[config.mk]
export PLATFORM = sky130hd
export DESIGN_NAME = gmii_mac_tx
export DESIGN_NICKNAME = d
export VERILOG_FILES = /design/src/rtl/gmii_mac_tx.sv
export SDC_FILE = /design/constraint.sdc
export NUM_CORES = 1
export LEC_CHECK = 0
export CAP_MARGIN = 20
export CORE_UTILIZATION = 30
export CTS_CLUSTER_SIZE = 14
export DETAILED_ROUTE_END_ITERATION = 8
export GPL_ROUTABILITY_DRIVEN = 0
export GPL_TIMING_DRIVEN = 0
export PLACE_DENSITY = 0.46
export SYNTH_ARGS = -nofsm -noshare
export SYNTH_HDL_FRONTEND = slang
export SYNTH_SLANG_ARGS = --single-unit
[constraint.sdc]
create_clock -name clk -period 2.85 [get_ports clk]
set_input_delay 0.57 -clock clk [delete_from_list [all_inputs] [get_ports clk]]
set_output_delay 0.57 -clock clk [all_outputs]
set_load 0.1 [all_outputs]
[src/rtl/gmii_mac_tx.sv]
// MAC-side GMII transmitter: wraps an AXI-stream payload with preamble/SFD,
// optional zero padding, the Ethernet FCS and the inter-frame gap.
module gmii_mac_tx #(
    parameter int ENABLE_PADDING   = 1,
    parameter int MIN_FRAME_LENGTH = 64,
    parameter int IFG              = 12
) (
    input  logic       clk,
    input  logic       rst,
    input  logic [7:0] s_axis_tdata,
    input  logic       s_axis_tvalid,
    output logic       s_axis_tready,
    input  logic       s_axis_tlast,
    input  logic       s_axis_tuser,
    output logic [7:0] gmii_txd,
    output logic       gmii_tx_en,
    output logic       gmii_tx_er,
    output logic       start_packet,
    output logic       error_underflow
);

    typedef enum logic [2:0] {IDLE, PREAMBLE, PAYLOAD, PAD, FCS, IFG_WAIT, DRAIN} state_t;

    localparam logic [6:0] PAD_TARGET = 7'(MIN_FRAME_LENGTH - 4);
    localparam logic [7:0] IFG_LAST   = 8'(IFG - 1);

    state_t      state, state_next;
    logic [7:0]  cnt, cnt_next;
    logic [6:0]  byte_cnt, byte_cnt_next, byte_cnt_inc;
    logic [31:0] crc, crc_next, fcs;
    logic [7:0]  txd_next;
    logic        tx_en_next, tx_er_next, start_next, underflow_next;

    // Reflected CRC-32 (poly 0x04C11DB7 -> 0xEDB88320), one byte per call.
    function automatic logic [31:0] crc_byte(input logic [31:0] c, input logic [7:0] d);
        logic [31:0] r;
        r = c ^ {24'h0, d};
        for (int i = 0; i < 8; i++) begin
            r = r[0] ? ((r >> 1) ^ 32'hEDB88320) : (r >> 1);
        end
        return r;
    endfunction

    // The SFD cycle is already PAYLOAD state, so tready depends on state alone.
    assign s_axis_tready = (state == PAYLOAD) || (state == DRAIN);
    assign byte_cnt_inc  = (byte_cnt == 7'd127) ? byte_cnt : byte_cnt + 7'd1;
    assign fcs           = ~crc;

    always_ff @(posedge clk or posedge rst) begin
        if (rst) begin
            state           <= IDLE;
            cnt             <= 8'd0;
            byte_cnt        <= 7'd0;
            crc             <= 32'hFFFFFFFF;
            gmii_txd        <= 8'h00;
            gmii_tx_en      <= 1'b0;
            gmii_tx_er      <= 1'b0;
            start_packet    <= 1'b0;
            error_underflow <= 1'b0;
        end else begin
            state           <= state_next;
            cnt             <= cnt_next;
            byte_cnt        <= byte_cnt_next;
            crc             <= crc_next;
            gmii_txd        <= txd_next;
            gmii_tx_en      <= tx_en_next;
            gmii_tx_er      <= tx_er_next;
            start_packet    <= start_next;
            error_underflow <= underflow_next;
        end
    end

    // Next-state logic also computes the GMII values for the following cycle.
    always_comb begin
        state_next     = state;
        cnt_next       = cnt;
        byte_cnt_next  = byte_cnt;
        crc_next       = crc;
        txd_next       = 8'h00;
        tx_en_next     = 1'b0;
        tx_er_next     = 1'b0;
        start_next     = 1'b0;
        underflow_next = 1'b0;
        case (state)
            IDLE: begin
                crc_next      = 32'hFFFFFFFF;
                byte_cnt_next = 7'd0;
                cnt_next      = 8'd0;
                if (s_axis_tvalid) begin
                    txd_next   = 8'h55;
                    tx_en_next = 1'b1;
                    state_next = PREAMBLE;
                end
            end
            PREAMBLE: begin
                tx_en_next = 1'b1;
                if (cnt == 8'd6) begin
                    txd_next   = 8'hD5;
                    start_next = 1'b1;
                    cnt_next   = 8'd0;
                    state_next = PAYLOAD;
                end else begin
                    txd_next = 8'h55;
                    cnt_next = cnt + 8'd1;
                end
            end
            PAYLOAD: begin
                tx_en_next = 1'b1;
                if (s_axis_tvalid) begin
                    txd_next      = s_axis_tdata;
                    crc_next      = crc_byte(crc, s_axis_tdata);
                    byte_cnt_next = byte_cnt_inc;
                    if (s_axis_tlast) begin
                        tx_er_next = s_axis_tuser;
                        if ((ENABLE_PADDING != 0) && (byte_cnt_inc < PAD_TARGET)) begin
                            state_next = PAD;
                        end else begin
                            state_next = FCS;
                        end
                    end
                end else begin
                    tx_er_next     = 1'b1;
                    underflow_next = 1'b1;
                    state_next     = DRAIN;
                end
            end
            PAD: begin
                tx_en_next    = 1'b1;
                crc_next      = crc_byte(crc, 8'h00);
                byte_cnt_next = byte_cnt_inc;
                if (byte_cnt_inc >= PAD_TARGET) begin
                    state_next = FCS;
                end
            end
            FCS: begin
                tx_en_next = 1'b1;
                txd_next   = 8'(fcs >> {cnt[1:0], 3'b000});
                if (cnt == 8'd3) begin
                    cnt_next   = 8'd0;
                    state_next = IFG_WAIT;
                end else begin
                    cnt_next = cnt + 8'd1;
                end
            end
            IFG_WAIT: begin
                crc_next      = 32'hFFFFFFFF;
                byte_cnt_next = 7'd0;
                if (cnt == IFG_LAST) begin
                    cnt_next   = 8'd0;
                    state_next = IDLE;
                end else begin
                    cnt_next = cnt + 8'd1;
                end
            end
            DRAIN: begin
                if (s_axis_tvalid && s_axis_tlast) begin
                    cnt_next   = 8'd0;
                    state_next = IFG_WAIT;
                end
            end
            default: state_next = IDLE;
        endcase
    end

endmodule

==> summary.md <==
| Metric | Value |
|---|---|
| Global-route wire length before repair | `roughly 23000 um` |
| Total Wirelength | `14300 um` |
| Number of synthesized register bits | `62` |
| Ant. Diodes | `0` |
| Synth warnings | `0` |
| RSZ-0062 raised after global routing | `false` |
| Ranking of synthesized cells by area | `dfstp_2 (17%), dfrtp_1 (15%), xnor2_1 (11%)` |
| Die height | `~130 um` |
| Max rail drop VDD | `slightly above 0.0002 V` |
| Most Frequent Cell on Critical Path | `nor2_1` |
| Standard-cell rows | `46` |
| Via count | `roughly 3800` |
| Cells after Synth | `slightly below 500` |
| Fin. max-slew vios | `0` |
| Tot GR Track Use | `a little under a fifth` |
| Die area | `about 0.017 mm^2` |
| Worst R2R Setup Slack | `approximately 0.33 ns` |
| Vias in the first global route | `roughly 3900` |
| Period minus WS final | `2.55 ns` |
| Die width | `130 um` |
| Num CTS Buffers | `9` |
| Post-DRT Antenna Nets | `0` |
| Worst Clk Skew | `approximately 0.0083 ns` |
| Worst Max-Slew Pin Slew | `0.967 ns` |
| Synth Flop Type | `dfstp_2` |
| Required @ worst endpoint | `between 3 and 4 ns` |
| Initial Utilization | `a little under a third` |
| WP buf/inv | `3` |
| Syn Area/Cell | `~10 um^2` |
| Area Growth Syn to Fin | `17.0%` |
| Cells along the critical path | `clkdlybuf4s50_1 > nor2b_1 > o21a_1 > nor2_1 > clkbuf_1 > buf_1 > nor2_1 > a21oi_1` |
| Ys async rst share | `100%` |
| Startpoint class of the critical path | `input pin` |
| Status | `finished, final reports clean` |
| Dominant cell type by area after synthesis | `dfstp_2` |
| Placed inst area | `0.00539 mm^2` |
| Final Cycle Share | `about nine tenths` |
| Dpl cells | `a little over 700` |
| EDFF count, synth | `0` |
| MaxCap Viol Count | `0` |
| Most common library cell in the layout ignoring fill and taps | `xnor2_1` |
| Sequential area share after synthesis | `approximately 33%` |
| H-Tree Depth | `3` |
| DR DRC count | `0` |
| Final core occ | `36.0%` |
| Clk_lat worst skew | `roughly 0.34 ns` |
| Distinct cell type count after synthesis | `63` |
| DR iter-0 viols | `between 300 and 400` |
| Cell area after synthesis | `slightly below 0.005 mm^2` |
| Non-Filler Instances | `roughly 740` |
| Core ar. | `between 0.015 and 0.02 mm^2` |
| Max frequency | `around 390 MHz` |
| Crit-path max cell delay | `between 0.6 and 0.7 ns` |
| Power per cell area | `around 410 mW/mm^2` |
| I/O Buffers | `21` |
| Wire per inst | `19.2 um` |
| Buffer depth of the longest clock path | `2` |
| Crit path DAT | `2.82 ns` |
| Setup Buffers After CTS | `0` |
| CP Capture Type | `register` |
| Layout cells sized above 1 | `between 15 and 20%` |
| Mapped Nets | `505` |
| Nets | `~540` |
| Post-route design area | `0.00572 mm^2` |
| Total gr overflow | `0` |
| Root buf cell | `clkbuf_16` |
| Placed wire-length estimate | `10400 um` |
| Initial antenna violation count | `0` |
| Commonest cells after routing, fill and taps aside | `xnor2_1 (62), nor2_1 (59), xor2_1 (33), nand2_1 (33), dfstp_2 (32)` |
| Drt first pass iters | `5` |
| CTS clk-pin slew, worst paths | `0.06 ns` |
| Pin count of the biggest net entering global routing | `42` |
| Fin. Hold Viols | `0` |
| Post-synth top area share | `17.2%` |
| Worst slew margin | `roughly a third` |
| # IOs | `26` |
| Setup Viol. Count Final | `0` |
| Hold WC Path Type | `reg2reg` |
| CP Max Fanout | `10` |
| CTS sink count | `62` |
| CTS tree | `built` |
| Leakage | `~2.2 nW` |
| Critical path class | `in2reg` |
| CP top delay family | `buffers and inverters` |
| Slowest-stage cell, CP | `buf_1` |
| Vias per inst | `5.13` |
worst reg2reg max path, stage by stage, from the launching register on:
cell      delay [ns]
dfrtp_1         0.39
buf_2           0.19
nor3b_1         0.20
a21o_1          0.20
nor2_1          0.12
clkbuf_1        0.45
buf_1           0.65
nor2_1          0.10
a21oi_1         0.15
area by class of cell:
type                       instances  area [um^2]
tap                              216          270
sequential                        62         1590
inverter                           5         18.8
clock inverter                     7         97.6
timing repair buffer              23          240
fill                            1619        10200
clock buffer                       9          225
buffer                            35          178
multi-input combinational        387         3100
cells in the mapped netlist, types with 4 or more instances:
cell       n
a21o_1     4
xnor2_2    7
o22ai_1    8
buf_4      7
a211oi_1   6
and3_1     5
o22a_1     5
a31oi_1    5
xor2_1    33
a21oi_1   30
buf_1      5
o211ai_1   4
dfstp_2   32
mux4_2     8
dfrtp_1   30
xor3_1     4
clkbuf_1  17
xnor3_1   13
nand2_1   33
nand3_1    7
xnor2_1   62
o21ai_0   25
nor2_1    59
inv_1      5
mux2i_1    6
registers in the layout, summed over array words and instances (netlist names):
name,cells
cnt,8
state,3
gmii_tx_er,1
crc,32
gmii_txd,8
start_packet,1
gmii_tx_en,1
byte_cnt,7
error_underflow,1
final timing paths:
check | endpoint | depth (start not counted) | startpoint
max | crc[6]$_DFFE_PP1P_ | 8 | s_axis_tvalid
min | crc[15]$_DFFE_PP1P_ | 2 | crc[15]$_DFFE_PP1P_
max reg2reg | crc[6]$_DFFE_PP1P_ | 8 | state[0]$_DFFE_PP0P_
min reg2reg | crc[15]$_DFFE_PP1P_ | 2 | crc[15]$_DFFE_PP1P_
max in group asynchronous | crc[26]$_DFFE_PP1P_ | 3 | rst
min in group asynchronous | cnt[2]$_DFFE_PP0P_ | 2 | rst
routing by layer:
metal,part of all wire [%],global-route usage [%],vias up
li1,-,-,1792
met1,48,26.2,1891
met2,46,29.3,111
met3,4.7,2.68,19
met4,1.9,6.77,0
met5,0,0,-
stage by stage:
stage	setup slack [ns]	total power [W]	TNS (ns)	hold slack, ns
final	0.301	0.00237	0	0.502
after global routing	0.0734	0.00246	0	0.530
after CTS	0.0178	0.00240	0	0.503
after detailed placement	-0.0291	0.00118	-0.176	0.494
after global placement	-0.522	0.00118	-15.70	0.503
after floorplan	0.290	0.00112	0	0.465
timing repair:
action                                  4_1_cts  5_1_grt
endpoints found under the setup margin        0        1
resized for setup                             0        1
hold buffers                                  0        0
report_power, final:
group / internal [W] / switching, W / leakage, nW
clock network: 0.000768 / 0.000438 / 0.152
registers: 0.000883 / 0 / 0.716
logic: 0.000145 / 0.000138 / 1.36
cells by family after synthesis:
family	Yosys count	synth area share (%)
and+or+nand+nor	127	11.6
xor gates and xnor gates	124	30.0
AOI/OAI and AO/OA	118	15.9
DFF	62	32.6
buffers and inverters	40	4.02
muxes	15	5.14
adders and majority gates	3	0.768
Power figures use the tool's default switching activity.
==> variant 1: new RTL, same settings <==
One comparison of `cnt` changes from == to >=.
--- a/src/rtl/gmii_mac_tx.sv
+++ b/src/rtl/gmii_mac_tx.sv
@@ -135,7 +135,7 @@
             FCS: begin
                 tx_en_next = 1'b1;
                 txd_next   = 8'(fcs >> {cnt[1:0], 3'b000});
-                if (cnt == 8'd3) begin
+                if (cnt >= 8'd3) begin
                     cnt_next   = 8'd0;
                     state_next = IFG_WAIT;
                 end else begin
Check against the original RTL: no difference found for any inputs over 10 cycles, from zero or initial values and one cycle with rst high; that may be too few to reach the edited logic, so the function may still have changed.
==> variant 1 against the unedited design <==
- sequential cell count is the same
- design area increased by 1.5%
- area after synthesis up 0.72%
- routed wire length down 1.9%
- total power is 7.4% higher
- worst setup slack got worse by 0.12 ns
- core utilization increased by 0.40 points
- register-to-register slack worse by 0.15 ns
- critical path type is now register to register
- highest routed layer unchanged
==> variant 1: results (changes against the unedited design) <==
outcome: finished clean (unchanged)
Synth Area in XOR/XNOR: 0.319 (was 0.300)
port buffer count: 22 (was 21)
sequential cell area share: 0.274 (was 0.278)
M3 GR Usage: 0.0349 (was 0.0268)
Worst Max-Slew Pin Slew: 0.969 ns (was 0.967 ns)
Vias per Instance: 5.04 (was 5.13)
CP max stage delay: 0.73 ns (was 0.65 ns)
hold path startpoint: crc[19]$_DFFE_PP1P_ (was crc[15]$_DFFE_PP1P_)
Seq/Total Area, Yosys: 0.323 (was 0.326)
critical path's top delay family: simple AND/OR/NAND/NOR gates (was buffers and inverters)
worst vdd ir: 283 uV (was 205 uV)
per-cell routed wire length: 19.2 um (about the same)
largest net degree at the start of global routing: 39 (was 42)
drt first-iter violations: 248 (was 360)
met3 wire length: 654 um (was 673 um)
Leak: 2.24 nW (was 2.23 nW)
met2 Usage GRT: 0.290 (was 0.293)
# fillers: 1612 (was 1619)
Post-Syn Nets: 491 (was 505)
Crit-path slowest cell: nor2_1 (was buf_1)
global-route wire length before repair: 22500 um (was 23000 um)
Setup CP Type: register to register (was input pin to register)
Cell Area, Placed: 5430 um2 (was 5390 um2)
drt pass-1 iters: 4 (was 5)
ranking of synthesized cells by area: dfstp_2, dfrtp_1, xnor2_1, xor2_1, xnor3_1 (was dfstp_2, dfrtp_1, xnor2_1, xnor3_1, xor2_1)
worst slack, placed: -0.132 ns (was -0.0291 ns)
crit path DAT: 2.92 ns (was 2.82 ns)
fraction of area in multi-input gates: 0.539 (was 0.542)
Post-Synth Adder-Cell Area: 0.00762 (was 0.00768)
NetSw: 586 uW (was 577 uW)
Worst Skew: 0.00876 ns (was 0.00833 ns)
vias in the first global route: 3719 (was 3877)
Metal-1 WL: 6530 um (was 6780 um)
most frequent cells after synthesis: xnor2_1, xor2_1, nand2_1 (was xnor2_1, nor2_1, nand2_1, xor2_1, dfstp_2)
Reg-to-Reg Start: state[2]$_DFFE_PP0P_ (was state[0]$_DFFE_PP0P_)
#MultiIn Comb: 375 (was 387)
Synth Area in Compound Gates: 0.146 (was 0.159)
# nets final: 525 (was 539)
met2 wire len: 6560 um (was 6540 um)
met1 GRT Util: 0.244 (was 0.262)
hpwl dp: 10200 um (was 10400 um)
Clock-cell share: 0.0638 (was 0.0564)
fraction of layout cells with a size suffix above 1: 0.175 (was 0.172)
synthesis-to-finish area growth: 17.9% (was 17.0%)
WHS Endpoint: crc[19]$_DFFE_PP1P_ (was crc[15]$_DFFE_PP1P_)
routed wire length: 14000 um (was 14300 um)
non-clk buf share: 0.0731 (was 0.0730)
placed insts: 714 (was 727)
variant 1: changes by cell type after synthesis, moves of 4 or more:
cell	before	now
nor2_1	59	32
a21oi_1	30	14
xor2_1	33	46
o21ai_0	25	35
xnor2_1	62	55
nand2_1	33	39
a21o_1	4	8
buf_1	5	1
buf_2	3	7
buf_4	7	3
o221ai_1	1	5
xnor2_4	3	7
variant 1: timing repair:
action                                  CTS  global route
endpoints found under the setup margin    1             0
hold buffers                              0             0
gates resized for setup                   3             0
variant 1: power by group through the flow:
stage,clock network (mW),logic (mW),registers [mW]
2_1_floorplan,0,0.202,0.897
3_3_place_gp,0,0.265,0.897
3_5_place_dp,0,0.268,0.897
4_1_cts,1.43,0.271,0.883
5_1_grt,1.46,0.293,0.882
6_report,1.40,0.270,0.883
variant 1: metrics by stage:
stage	hold WS (ns)	power (mW)
floorplan	0.470	1.10
finish	0.505	2.55
CTS	0.509	2.58
detailed placement	0.501	1.16
global route	0.533	2.63
global placement	0.497	1.16
==> variant 2: new RTL, config.mk and constraints unchanged <==
Made on the original files. Set the parameter `ENABLE_PADDING` to 0 (it was 1).
--- a/src/rtl/gmii_mac_tx.sv
+++ b/src/rtl/gmii_mac_tx.sv
@@ -1,7 +1,7 @@
 // MAC-side GMII transmitter: wraps an AXI-stream payload with preamble/SFD,
 // optional zero padding, the Ethernet FCS and the inter-frame gap.
 module gmii_mac_tx #(
-    parameter int ENABLE_PADDING   = 1,
+    parameter int ENABLE_PADDING   = 0,
     parameter int MIN_FRAME_LENGTH = 64,
     parameter int IFG              = 12
 ) (
Function: no difference found for any inputs over 10 cycles, from zero or initial values and one cycle with rst high; that may be too few to reach the edited logic, so the function may still have changed.
==> variant 2 against the unedited design <==
- sequential cell count did not move
- via count fell by 3.4%
- worst setup slack got worse by 0.058 ns
- area after synthesis fell by 0.95%
- routed wire length fell by 0.14%
- core utilization fell by 0.61 points
- design area fell by 2.1%
Power is left out: the tool's default activity adds up to more than one toggle a clock period on the data nets, which glitch-free logic cannot reach.
==> variant 2: results (changes against the unedited design) <==
worst-skew pair later-pin latency: 0.34 ns (about the same)
drt first-iter violations: 257 (was 360)
Vias per Instance: 4.90 (was 5.13)
Seq/Total Area, Yosys: 0.329 (was 0.326)
Buffers excl. clock: 57 (was 58)
met3 wire length: 432 um (was 673 um)
Worst R2R Setup Slack: 0.35 ns (was 0.33 ns)
CTS Buf Count: 9 (unchanged)
#MultiIn Comb: 395 (was 387)
WHS: 0.505 ns (was 0.502 ns)
Clk pin slew, worst setup/hold paths: 0.06 ns (about the same)
critical path's top delay family: buffers and inverters (unchanged)
WHS Endpoint: crc[16]$_DFFE_PP1P_ (was crc[15]$_DFFE_PP1P_)
ant diodes: 0 (unchanged)
CP Max Fanout: 10 (unchanged)
Post-Syn Nets: 517 (was 505)
global-route wire length before repair: 22500 um (was 23000 um)
CP max stage delay: 0.46 ns (was 0.65 ns)
hold depth: 2 (unchanged)
fraction of area in multi-input gates: 0.528 (was 0.542)
Main synth FF type: dfstp_2 (unchanged)
HP Class: register to register (unchanged)
Worst Setup EP: s_axis_tready (was crc[6]$_DFFE_PP1P_)
outcome: finished clean (unchanged)
nonclk inv count: 6 (was 5)
Clock buffer cells: 14 (was 9)
max_slew headroom: 0.353 (about the same)
worst slack, placed: -0.0867 ns (was -0.0291 ns)
r2r worst-path depth: 8 (unchanged)
non-clk buf share: 0.0824 (was 0.0730)
initial antenna violation count: 0 (unchanged)
met1 GRT Util: 0.249 (was 0.262)
Clock-cell share: 0.0531 (was 0.0564)
RR Endpoint: state[2]$_DFFE_PP0P_ (was crc[6]$_DFFE_PP1P_)
gr usage total: 0.186 (was 0.187)
ranking of synthesized cells by area: dfstp_2, xnor2_1, dfrtp_1, xor2_1, o21ai_0 (was dfstp_2, dfrtp_1, xnor2_1, xnor3_1, xor2_1)
Clock Tree Buf Depth: 2 (unchanged)
met2 Usage GRT: 0.304 (was 0.293)
most frequent cells after synthesis: xnor2_1, nor2_1, o21ai_0 (was xnor2_1, nor2_1, nand2_1, xor2_1, dfstp_2)
hold path startpoint: crc[16]$_DFFE_PP1P_ (was crc[15]$_DFFE_PP1P_)
Synth cell types: 48 (was 63)
Crit-path slowest cell: clkdlybuf4s15_2 (was buf_1)
Worst Skew: 0.00464 ns (was 0.00833 ns)
hpwl dp: 9980 um (was 10400 um)
# nets final: 547 (was 539)
root buffer cell: clkbuf_16 (unchanged)
Reg-to-Reg Start: cnt[0]$_DFFE_PP0P_ (was state[0]$_DFFE_PP0P_)
Worst Setup SP: state[0]$_DFFE_PP0P_ (was s_axis_tvalid)
fraction of layout cells with a size suffix above 1: 0.172 (about the same)
# fillers: 1622 (was 1619)
met2 wire len: 6790 um (was 6540 um)
M3 GR Usage: 0.0260 (was 0.0268)
sequential cell area share: 0.284 (was 0.278)
vias in the first global route: 3745 (was 3877)
Metal-1 WL: 6780 um (about the same)
largest net degree at the start of global routing: 63 (was 42)
Regs by FF count: crc: 32 flops, cnt: 8 flops, gmii_txd: 8 flops (unchanged)
worst setup margin: 0.243 ns (was 0.301 ns)
port buffer count: 19 (was 21)
per-cell routed wire length: 19.0 um (was 19.2 um)
variant 2: timing repair:
action                                  CTS  global route
gates resized for setup                   3             0
endpoints found under the setup margin    1             0
hold endpoints to repair                  0             0
variant 2: kinds of logic after synthesis:
| family | count (synthesis) | synth area share |
|---|---|---|
| muxes | 14 | 0.0506 |
| AOI/OAI and AO/OA | 113 | 0.137 |
| xor gates and xnor gates | 142 | 0.304 |
| DFF | 62 | 0.329 |
| and+or+nand+nor | 123 | 0.112 |
| adders and majority gates | 3 | 0.00775 |
| buffers and inverters | 44 | 0.0605 |
variant 2: metrics by stage:
| step | utilization | instance area (um2) | TNS (ns) | instances |
|---|---|---|---|---|
| 3_5_place_dp | 0.335 | 5310 | -0.681 | 736 |
| 5_1_grt | 0.354 | 5600 | 0 | 752 |
| 6_report | 0.354 | 5600 | 0 | 752 |
| 4_1_cts | 0.354 | 5600 | 0 | 752 |
| 3_3_place_gp | 0.335 | 5300 | -17.14 | 736 |
| 2_1_floorplan | - | 4840 | 0 | 501 |
